`src/rtl/hazard_stall.sv`:
```
// -----------------------------------------------------------------------------
// hazard_stall
//   Pipeline hazard unit for a 5-stage core with an iterative multiply/divide
//   unit. Detects load-use hazards between E and D, tracks the mult/div unit
//   (IDLE -> BUSY -> DONE) and stalls D instructions that issue to, or read
//   HI/LO from, an occupied unit.
//
//   Parameters
//     MUL_CYCLES   multiply latency in cycles (1..63)
//     DIV_CYCLES   divide latency in cycles   (1..63)
//
//   Ports
//     clk            rising-edge clock
//     rst            asynchronous active-low reset
//     mem_to_reg_e   E instruction is a load
//     write_reg_e    destination register of the E instruction
//     rs_d, rt_d     source registers of the D instruction
//     uses_rs_d/rt_d D instruction actually reads rs / rt
//     kill_d         D instruction is squashed
//     md_start_d     D instruction issues a mult/div
//     md_is_div_d    issue is a divide (1) or multiply (0)
//     md_read_d      D instruction is mfhi/mflo
//     stall_f        hold the PC
//     stall_d        hold the F/D register
//     flush_e        bubble into the D/E register
//     md_busy        mult/div unit occupied (BUSY or DONE)
//     md_done        HI/LO write-back this cycle
//     stall_count    stall statistics counter
//
//   Build option
//     HAZARD_STALL_CNT_EN  when defined, stall_count counts stall_d cycles
//                          (saturating); otherwise it is tied to zero.
// -----------------------------------------------------------------------------
module hazard_stall #(
    parameter int unsigned MUL_CYCLES = 4,
    parameter int unsigned DIV_CYCLES = 32
) (
    input  logic        clk,
    input  logic        rst,
    input  logic        mem_to_reg_e,
    input  logic [4:0]  write_reg_e,
    input  logic [4:0]  rs_d,
    input  logic [4:0]  rt_d,
    input  logic        uses_rs_d,
    input  logic        uses_rt_d,
    input  logic        kill_d,
    input  logic        md_start_d,
    input  logic        md_is_div_d,
    input  logic        md_read_d,
    output logic        stall_f,
    output logic        stall_d,
    output logic        flush_e,
    output logic        md_busy,
    output logic        md_done,
    output logic [31:0] stall_count
);

    typedef enum logic [1:0] {
        IDLE = 2'd0,
        BUSY = 2'd1,
        DONE = 2'd2
    } state_t;

    localparam logic [5:0] MUL_LOAD = 6'(MUL_CYCLES - 1);
    localparam logic [5:0] DIV_LOAD = 6'(DIV_CYCLES - 1);

    state_t     state_q, state_d;
    logic [5:0] cnt_q, cnt_d;
    logic       lu;
    logic       md;
    logic       stall;
    logic       accept;

    // Register 0 is hard-wired, so a load targeting it never creates a hazard.
    always_comb begin
        lu = mem_to_reg_e && (write_reg_e != 5'd0) && !kill_d &&
             ((uses_rs_d && (rs_d == write_reg_e)) ||
              (uses_rt_d && (rt_d == write_reg_e)));
        md = (state_q != IDLE) && (md_start_d || md_read_d) && !kill_d;
        stall  = lu || md;
        // A stalled D instruction retries the issue later, so nothing is
        // started while stall is high.
        accept = md_start_d && !kill_d && !stall && (state_q == IDLE);
    end

    always_comb begin
        stall_f = stall;
        stall_d = stall;
        flush_e = stall;
        md_busy = (state_q != IDLE);
        md_done = (state_q == DONE);
    end

    always_comb begin
        state_d = state_q;
        cnt_d   = cnt_q;
        case (state_q)
            IDLE: begin
                if (accept) begin
                    state_d = BUSY;
                    cnt_d   = md_is_div_d ? DIV_LOAD : MUL_LOAD;
                end
            end
            BUSY: begin
                if (cnt_q == 6'd0) begin
                    state_d = DONE;
                end else begin
                    cnt_d = cnt_q - 6'd1;
                end
            end
            DONE: begin
                state_d = IDLE;
            end
            default: begin
                state_d = IDLE;
                cnt_d   = '0;
            end
        endcase
    end

    always_ff @(posedge clk or negedge rst) begin
        if (!rst) begin
            state_q <= IDLE;
            cnt_q   <= '0;
        end else begin
            state_q <= state_d;
            cnt_q   <= cnt_d;
        end
    end

`ifdef HAZARD_STALL_CNT_EN
    logic [31:0] stall_cnt_q;

    always_ff @(posedge clk or negedge rst) begin
        if (!rst) begin
            stall_cnt_q <= '0;
        end else if (stall && (stall_cnt_q != '1)) begin
            stall_cnt_q <= stall_cnt_q + 32'd1;
        end
    end

    assign stall_count = stall_cnt_q;
`else
    assign stall_count = '0;
`endif

endmodule

```
`config.mk`:
```
export PLATFORM = sky130hd
export DESIGN_NAME = hazard_stall
export DESIGN_NICKNAME = d
export VERILOG_FILES = /design/src/rtl/hazard_stall.sv
export SDC_FILE = /design/constraint.sdc
export NUM_CORES = 1
export LEC_CHECK = 0
export CAP_MARGIN = 10
export CELL_PAD_IN_SITES_DETAIL_PLACEMENT = 1
export CELL_PAD_IN_SITES_GLOBAL_PLACEMENT = 1
export CORE_ASPECT_RATIO = 0.5
export CORE_MARGIN = 2
export CORE_UTILIZATION = 26
export CTS_BUF_LIST = sky130_fd_sc_hd__clkbuf_2 sky130_fd_sc_hd__clkbuf_4 sky130_fd_sc_hd__clkbuf_8
export CTS_CLUSTER_DIAMETER = 120
export DETAILED_ROUTE_END_ITERATION = 10
export PLACE_DENSITY_LB_ADDON = 0.15
export SLEW_MARGIN = 20
export SYNTH_ARGS = -nofsm -noshare
export SYNTH_HDL_FRONTEND = slang
export SYNTH_SLANG_ARGS = --single-unit
```
`constraint.sdc`:
```
create_clock -name clk -period 2.58 [get_ports clk]
set_input_delay 0.516 -clock clk [delete_from_list [all_inputs] [get_ports clk]]
set_output_delay 0.516 -clock clk [all_outputs]
set_load 0.01 [all_outputs]
```
==> reports/results.ini, run 1 <==
[outcome]
status = complete, no violations

[timing]
tightest_slew_ps = 493.2
fin_skew_ps = 7.907
relSlewSlack = 0.6687
setup_viol = 0
rsz0062_at_grt = no
maxSlewViolCount = 0
fin_crit_sh = 0.9455
hold_viol = 0
holdWs_ps = 511.4
final.min_clock_period_ps = 2439
fmax_mhz = 409.9

[global_routing]
antenna_found_initial = 0
grtUsageTotal = 0.1166
grt_pass1_wl_um = 3719
grt_max_degree = 11
grt-ovfl-total = 0
grt_pass1_vias = 727

[yosys]
synthFlopType = dfrtp_1
avgSynthCellArea_um2 = 8.213
synth_cells = 117
netlist_area_um2 = 960.9
synth-edff-count = 0
ys_seq_area_frac = 0.2083
ys_ff_latch = 8
synth.distinct_cells = 36
synth-async-reset-ratio = 1.000
yosysWarnings = 0

[place]
io_buffers = 28
hpwl_um = 2053
place.gp.congestion = 0.7367
placed_area_um2 = 1210
dp.cells = 198

[floorplanning]
ios = 61
num_rows = 15
die_h_um = 46.99
die_x_um = 89.98
initial_core_util = 0.2753
fp.dieArea_um2 = 4228
core_area_um2 = 3491

[finish]
final_cells = 201
drive_above_1_share = 0.1400
fin_nets = 178
area.growth.synth_to_final_pct = 29.95
num_antenna_cells = 0
postLayoutCellArea_um2 = 1249

[power_and_ir_drop]
peakVddDrop_uv = 171.2
power.leakage_nw = 0.5583
finalPower_mw = 0.9148
power_density_nw_per_um2 = 732.6

[cts]
cts_sinks = 8
cts_setup_buffers = 0
cts_tree = built
clkTransAtPathRegs_ps = 40
cts_root_buf = clkbuf_8
clk_latency_ps = 240
cts_max_level = 1
cts_hold_buffers = 0
numCtsBuffers = 3
cts_buffer_depth = 2

[detailed_routing]
drt_iter0_drc = 40
vias = 843
drt-wirelength-per-cell_um = 12.04
routed_wl_um = 2420
drtPass1Iterations = 4
routed_via_density = 4.194
ant_nets = 0
drc = 0

[setup_path]
slowest_delay_ps = 540
path_max_fanout = 3
start_kind = primary input
worstPathRequired_ps = 2060
critPathArrivalTime_ps = 1920
end_kind = output port
worstSetupPathType = in2out
cpMaxStageDelayCell = clkdlybuf4s50_1
path_cells = clkdlybuf4s50_1, xnor2_1, nand4_1, o22ai_2, nand2b_1, a21oi_2, clkbuf_2

[worst_hold_path]
hold_path.class = reg2reg

[job]
maxCapViolations = 0

kinds of logic (layout without fill, tap and decap cells):
group | count (synthesis) | in the layout | synth area share
DFF | 8 | 8 | 0.2083
other | 1 | 32 | 0.003903
adders and majority gates | 2 | 2 | 0.02604
AOI/OAI and AO/OA | 25 | 25 | 0.1862
xor gates and xnor gates | 10 | 10 | 0.09114
muxes | 2 | 2 | 0.02344
and+or+nand+nor | 27 | 27 | 0.1628
buffers and inverters | 42 | 44 | 0.2982
synth_stat cells (3+ instances only):
master | number | area share
nor2b_1 | 4 | 0.026
nor2_1 | 5 | 0.020
a21oi_1 | 6 | 0.031
buf_4 | 34 | 0.27
nand2b_1 | 4 | 0.026
dfrtp_1 | 8 | 0.21
xnor2_1 | 10 | 0.091
nand2_1 | 3 | 0.012
a211o_1 | 3 | 0.027
a31oi_1 | 3 | 0.020
inv_1 | 6 | 0.023
path summary, 6_finish.rpt:
| check | from | to | slack [ps] | cells after the start |
|---|---|---|---|---|
| max | write_reg_e[0] | stall_f | 140 | 7 |
| min | cnt_q[1] | cnt_q[1] | 510 | 1 |
| max reg2reg | cnt_q[3] | cnt_q[0] | 610 | 5 |
| min reg2reg | cnt_q[1] | cnt_q[1] | 510 | 1 |
| max in group asynchronous | rst | cnt_q[1] | 1730 | 1 |
| min in group asynchronous | rst | cnt_q[3] | 570 | 1 |
what timing repair did:
item	CTS	global route
resized for setup	10	6
endpoints found under the setup margin	3	3
pin swaps	0	3
hold endpoints to repair	0	0
critical path: cells and delay by family:
| kind | cells | cell delay, ps |
|---|---|---|
| buffers and inverters | 2 | 700 |
| AO/OA/AOI/OAI | 2 | 330 |
| AND/OR/NAND/NOR | 2 | 230 |
| XOR/XNOR | 1 | 150 |
flip-flops by register name (all words and copies together) (netlist names):
| register | flops |
|---|---|
| cnt_q | 6 |
| state_q | 2 |
per-stage QoR:
step           setup slack [ps]  TNS [ps]  utilization
3_3_place_gp             -366.8     -1237       0.3466
6_report                  140.7         0       0.3577
3_5_place_dp             -409.6     -1418       0.3466
2_1_floorplan             317.4         0            -
4_1_cts                  -8.012    -12.20       0.3606
5_1_grt                   5.670         0       0.3577
cells in the final DEF (no fill, tap or decap), drive strengths merged, types with 2 or more instances in the layout:
master	synthesis	final
conb	1	32
clkdlybuf4s50	0	21
xnor2	10	10
dfrtp	8	8
buf	35	7
a21oi	7	7
inv	6	6
clkbuf	1	6
nor2	5	5
nand2b	4	4
nor2b	4	4
nand2	3	3
a211o	3	3
a31oi	3	3
dlygate4sd2	0	3
o21ai	3	3
nand4	2	2
mux2	2	2
or3	2	2
a21o	2	2
ha	2	2
o22ai	2	2
area by class of cell:
| type | instances | area, µm² |
|---|---|---|
| fillers | 433 | 2242 |
| multi-input cells | 98 | 604.3 |
| repair buffers | 35 | 316.6 |
| flip-flops and latches | 8 | 200.2 |
| well taps | 51 | 63.81 |
| clock buffers | 3 | 41.29 |
| inverters | 6 | 22.52 |
power breakdown:
part	total, mW	internal, mW	leakage (nW)	switching (mW)
Sequential	0.224	0.181	0.0956	0.0431
Combinational	0.533	0.254	0.441	0.279
Clock	0.158	0.102	0.0216	0.0562
Total	0.915	0.536	0.558	0.379
routing by layer:
layer  vias up  global-route usage  part of all wire
met4         0             0.03692            0.0054
met3         2             0.02889             0.058
met1       407              0.1538              0.48
li1        400                   -                 -
met2        34              0.1970              0.46
met5         -                   0                 0
(Power assumes the default switching activity.)
==> run 2, diff against run 1 <==
--- a/config.mk
+++ b/config.mk
@@ -14,7 +14,7 @@
 export CTS_BUF_LIST = sky130_fd_sc_hd__clkbuf_2 sky130_fd_sc_hd__clkbuf_4 sky130_fd_sc_hd__clkbuf_8
 export CTS_CLUSTER_DIAMETER = 120
 export DETAILED_ROUTE_END_ITERATION = 10
-export PLACE_DENSITY_LB_ADDON = 0.15
+export PLACE_DENSITY = 0.94
 export SLEW_MARGIN = 20
 export SYNTH_ARGS = -nofsm -noshare
 export SYNTH_HDL_FRONTEND = slang
==> run 2 against run 1 <==
  * Register-to-register slack worse by 80 ps
  * Combinational power about the same
  * Critical endpoint is now stall_d
  * Wire length fell by 0.12%
  * Global-route usage is 0.72 points lower
  * Sequential share of layout area increased by 0.15 points
  * Sequential cell count is the same
  * Sequential power barely moved
  * Cell count down 0.50%
  * Highest routed layer is now met3
  * Utilization fell by 0.32 points
==> reports/results.ini, run 2 (synthesized netlist as in run 1, its figures left out) <==
[power_and_ir_drop]
combPwrFrac = 0.590  ; +0.008
power_density_nw_per_um2 = 734.3  ; +0.22%
p_switching_mw = 0.3783  ; about the same
pwr-share-clk = 0.162  ; -0.011
finalPower_mw = 0.9086  ; -0.68%
peakVddDrop_uv = 212.0  ; +24%
power.internal_mw = 0.5303  ; -1.1%
power.leakage_nw = 0.5457  ; -2.3%
switching_share = 0.4164  ; +0.002626
p_seq_frac = 0.248  ; +0.003

[setup_path]
end_kind = output port
critPathCapture = stall_d
timing.rr.start = state_q[1]
start_kind = primary input
worstPathRequired_ps = 2060  ; about the same
rrSetupSlack_ps = 530  ; -80 ps
worstSetupPathType = in2out
critPathArrivalTime_ps = 1930  ; about the same
path_max_fanout = 3  ; unchanged
timing.rr.end = cnt_q[0]
crit_start = rs_d[4]
rr_worst_depth = 5  ; unchanged

[detailed_routing]
ant_nets = 0  ; unchanged
routed_via_density = 4.105  ; -2.1%
vias = 821  ; -2.6%
drtPass1Iterations = 4  ; unchanged
drc = 0  ; unchanged
highest_layer = met3
dr_wl_met2_um = 1223  ; +10%
drt_iter0_drc = 15  ; -63%
wl_met3_um = 135  ; -4.3%
met1_length_um = 1057  ; -8.4%
routed_wl_um = 2417  ; -0.12%
drt-wirelength-per-cell_um = 12.09  ; +0.38%

[cts]
cts_tree = built
cts_setup_buffers = 0  ; unchanged
cts_buffer_depth = 2  ; unchanged
clk_latency_ps = 220  ; -20 ps
cts_sinks = 8  ; unchanged
cts_root_buf = clkbuf_8
numCtsBuffers = 3  ; unchanged
cts_hold_buffers = 0  ; unchanged
cts_max_level = 1  ; unchanged
clkTransAtPathRegs_ps = 40  ; about the same

[finish]
num_antenna_cells = 0  ; unchanged
fin_nets = 177  ; -0.56%
largest_reg_flops = 6  ; unchanged
fill_cells = 442  ; +2.1%
drive_above_1_share = 0.1342  ; -0.005772
fin_util = 0.3545  ; -0.003226
area.growth.synth_to_final_pct = 28.78
mostFrequentLayoutCell = conb_1
final_cell_mix = 32 x conb_1, 21 x clkdlybuf4s50_1, 10 x xnor2_1
largest_register = cnt_q
largestRegisters = cnt_q (6), state_q (2)

[worst_hold_path]
worstHoldStart = cnt_q[1]
hold_path.class = reg2reg

[floorplanning]
die_x_um = 89.98  ; unchanged
core_area_um2 = 3491  ; unchanged
ios = 61  ; unchanged
fp.dieArea_um2 = 4228  ; unchanged
initial_core_util = 0.2753  ; unchanged
die_h_um = 46.99  ; unchanged
num_rows = 15  ; unchanged

[global_routing]
grt_max_degree = 11  ; unchanged
grt_pass1_vias = 798  ; +9.8%
antenna_found_initial = 0  ; unchanged
grt_pass1_wl_um = 3601  ; -3.2%
grt-ovfl-total = 0  ; unchanged
grtUsageTotal = 0.1094  ; -0.007209

[timing]
rsz0062_at_grt = no
setup_viol = 0  ; unchanged
final.min_clock_period_ps = 2446  ; +6.759 ps
fmax_mhz = 408.8  ; -0.28%
fin_crit_sh = 0.9481  ; +0.002620
hold_viol = 0  ; unchanged
fin_skew_ps = 2.872  ; -5.035 ps
maxSlewViolCount = 0  ; unchanged

[outcome]
status = complete, no violations

[place]
hpwl_um = 2078  ; +1.2%
io_buffers = 28  ; unchanged
place.gp.congestion = 0.8777  ; +19%

[job]
maxCapViolations = 0  ; unchanged

-- run 2: per-layer routing --
layer,vias to the layer above,global-route usage
met1,393,0.1310
li1,399,-
met4,0,0.04615
met3,0,0.009631
met5,-,0
met2,29,0.2167
-- run 2: worst max-delay path: stages --
cell	delay [ps]
clkdlybuf4s50_1	480
xnor2_1	130
nand4_1	170
o22ai_2	230
nand2b_1	90
a21oi_2	160
clkbuf_2	160
-- run 2: cell type report --
class	count	area (µm²)	share of cell area
clock buffer	3	41.29	0.03337
tap	51	63.81	0.05157
sequential	8	200.2	0.1618
timing repair buffer	34	305.3	0.2467
multi-input combinational	98	604.3	0.4884
inverter	6	22.52	0.01820
-- run 2: power by group through the flow --
stage	clock, mW	combinational (mW)	sequential (mW)
2_1_floorplan	0	0.400	0.211
3_3_place_gp	0	0.508	0.219
3_5_place_dp	0	0.544	0.226
4_1_cts	0.149	0.542	0.224
5_1_grt	0.160	0.590	0.233
6_report	0.147	0.536	0.226
-- run 2: stage by stage --
step / hold WS [ps] / cell area [µm²] / instances / setup slack [ps] / TNS [ps]
2_1_floorplan: 220.4 / 1077 / 148 / 317.4 / 0
3_3_place_gp: 495.6 / 1202 / 197 / -322.8 / -965.6
3_5_place_dp: 521.8 / 1202 / 197 / -388.4 / -1209
4_1_cts: 528.4 / 1250 / 200 / 55.14 / 0
5_1_grt: 571.1 / 1237 / 200 / 86.05 / 0
6_report: 527.1 / 1237 / 200 / 133.9 / 0
-- run 2: timing repair --
| item | in CTS | in global routing |
|---|---|---|
| pin swaps | 0 | 2 |
| gates resized for setup | 11 | 5 |
| endpoints found under the setup margin | 3 | 3 |
-- run 2: worst min-delay path by stage --
stage	end	slack, ps	cells after the start
detailed placement	cnt_q[1]	520	1
global route	cnt_q[1]	570	1
finish	cnt_q[1]	530	1
floorplan	cnt_q[0]	220	0
global placement	cnt_q[1]	500	1
CTS	cnt_q[1]	530	1
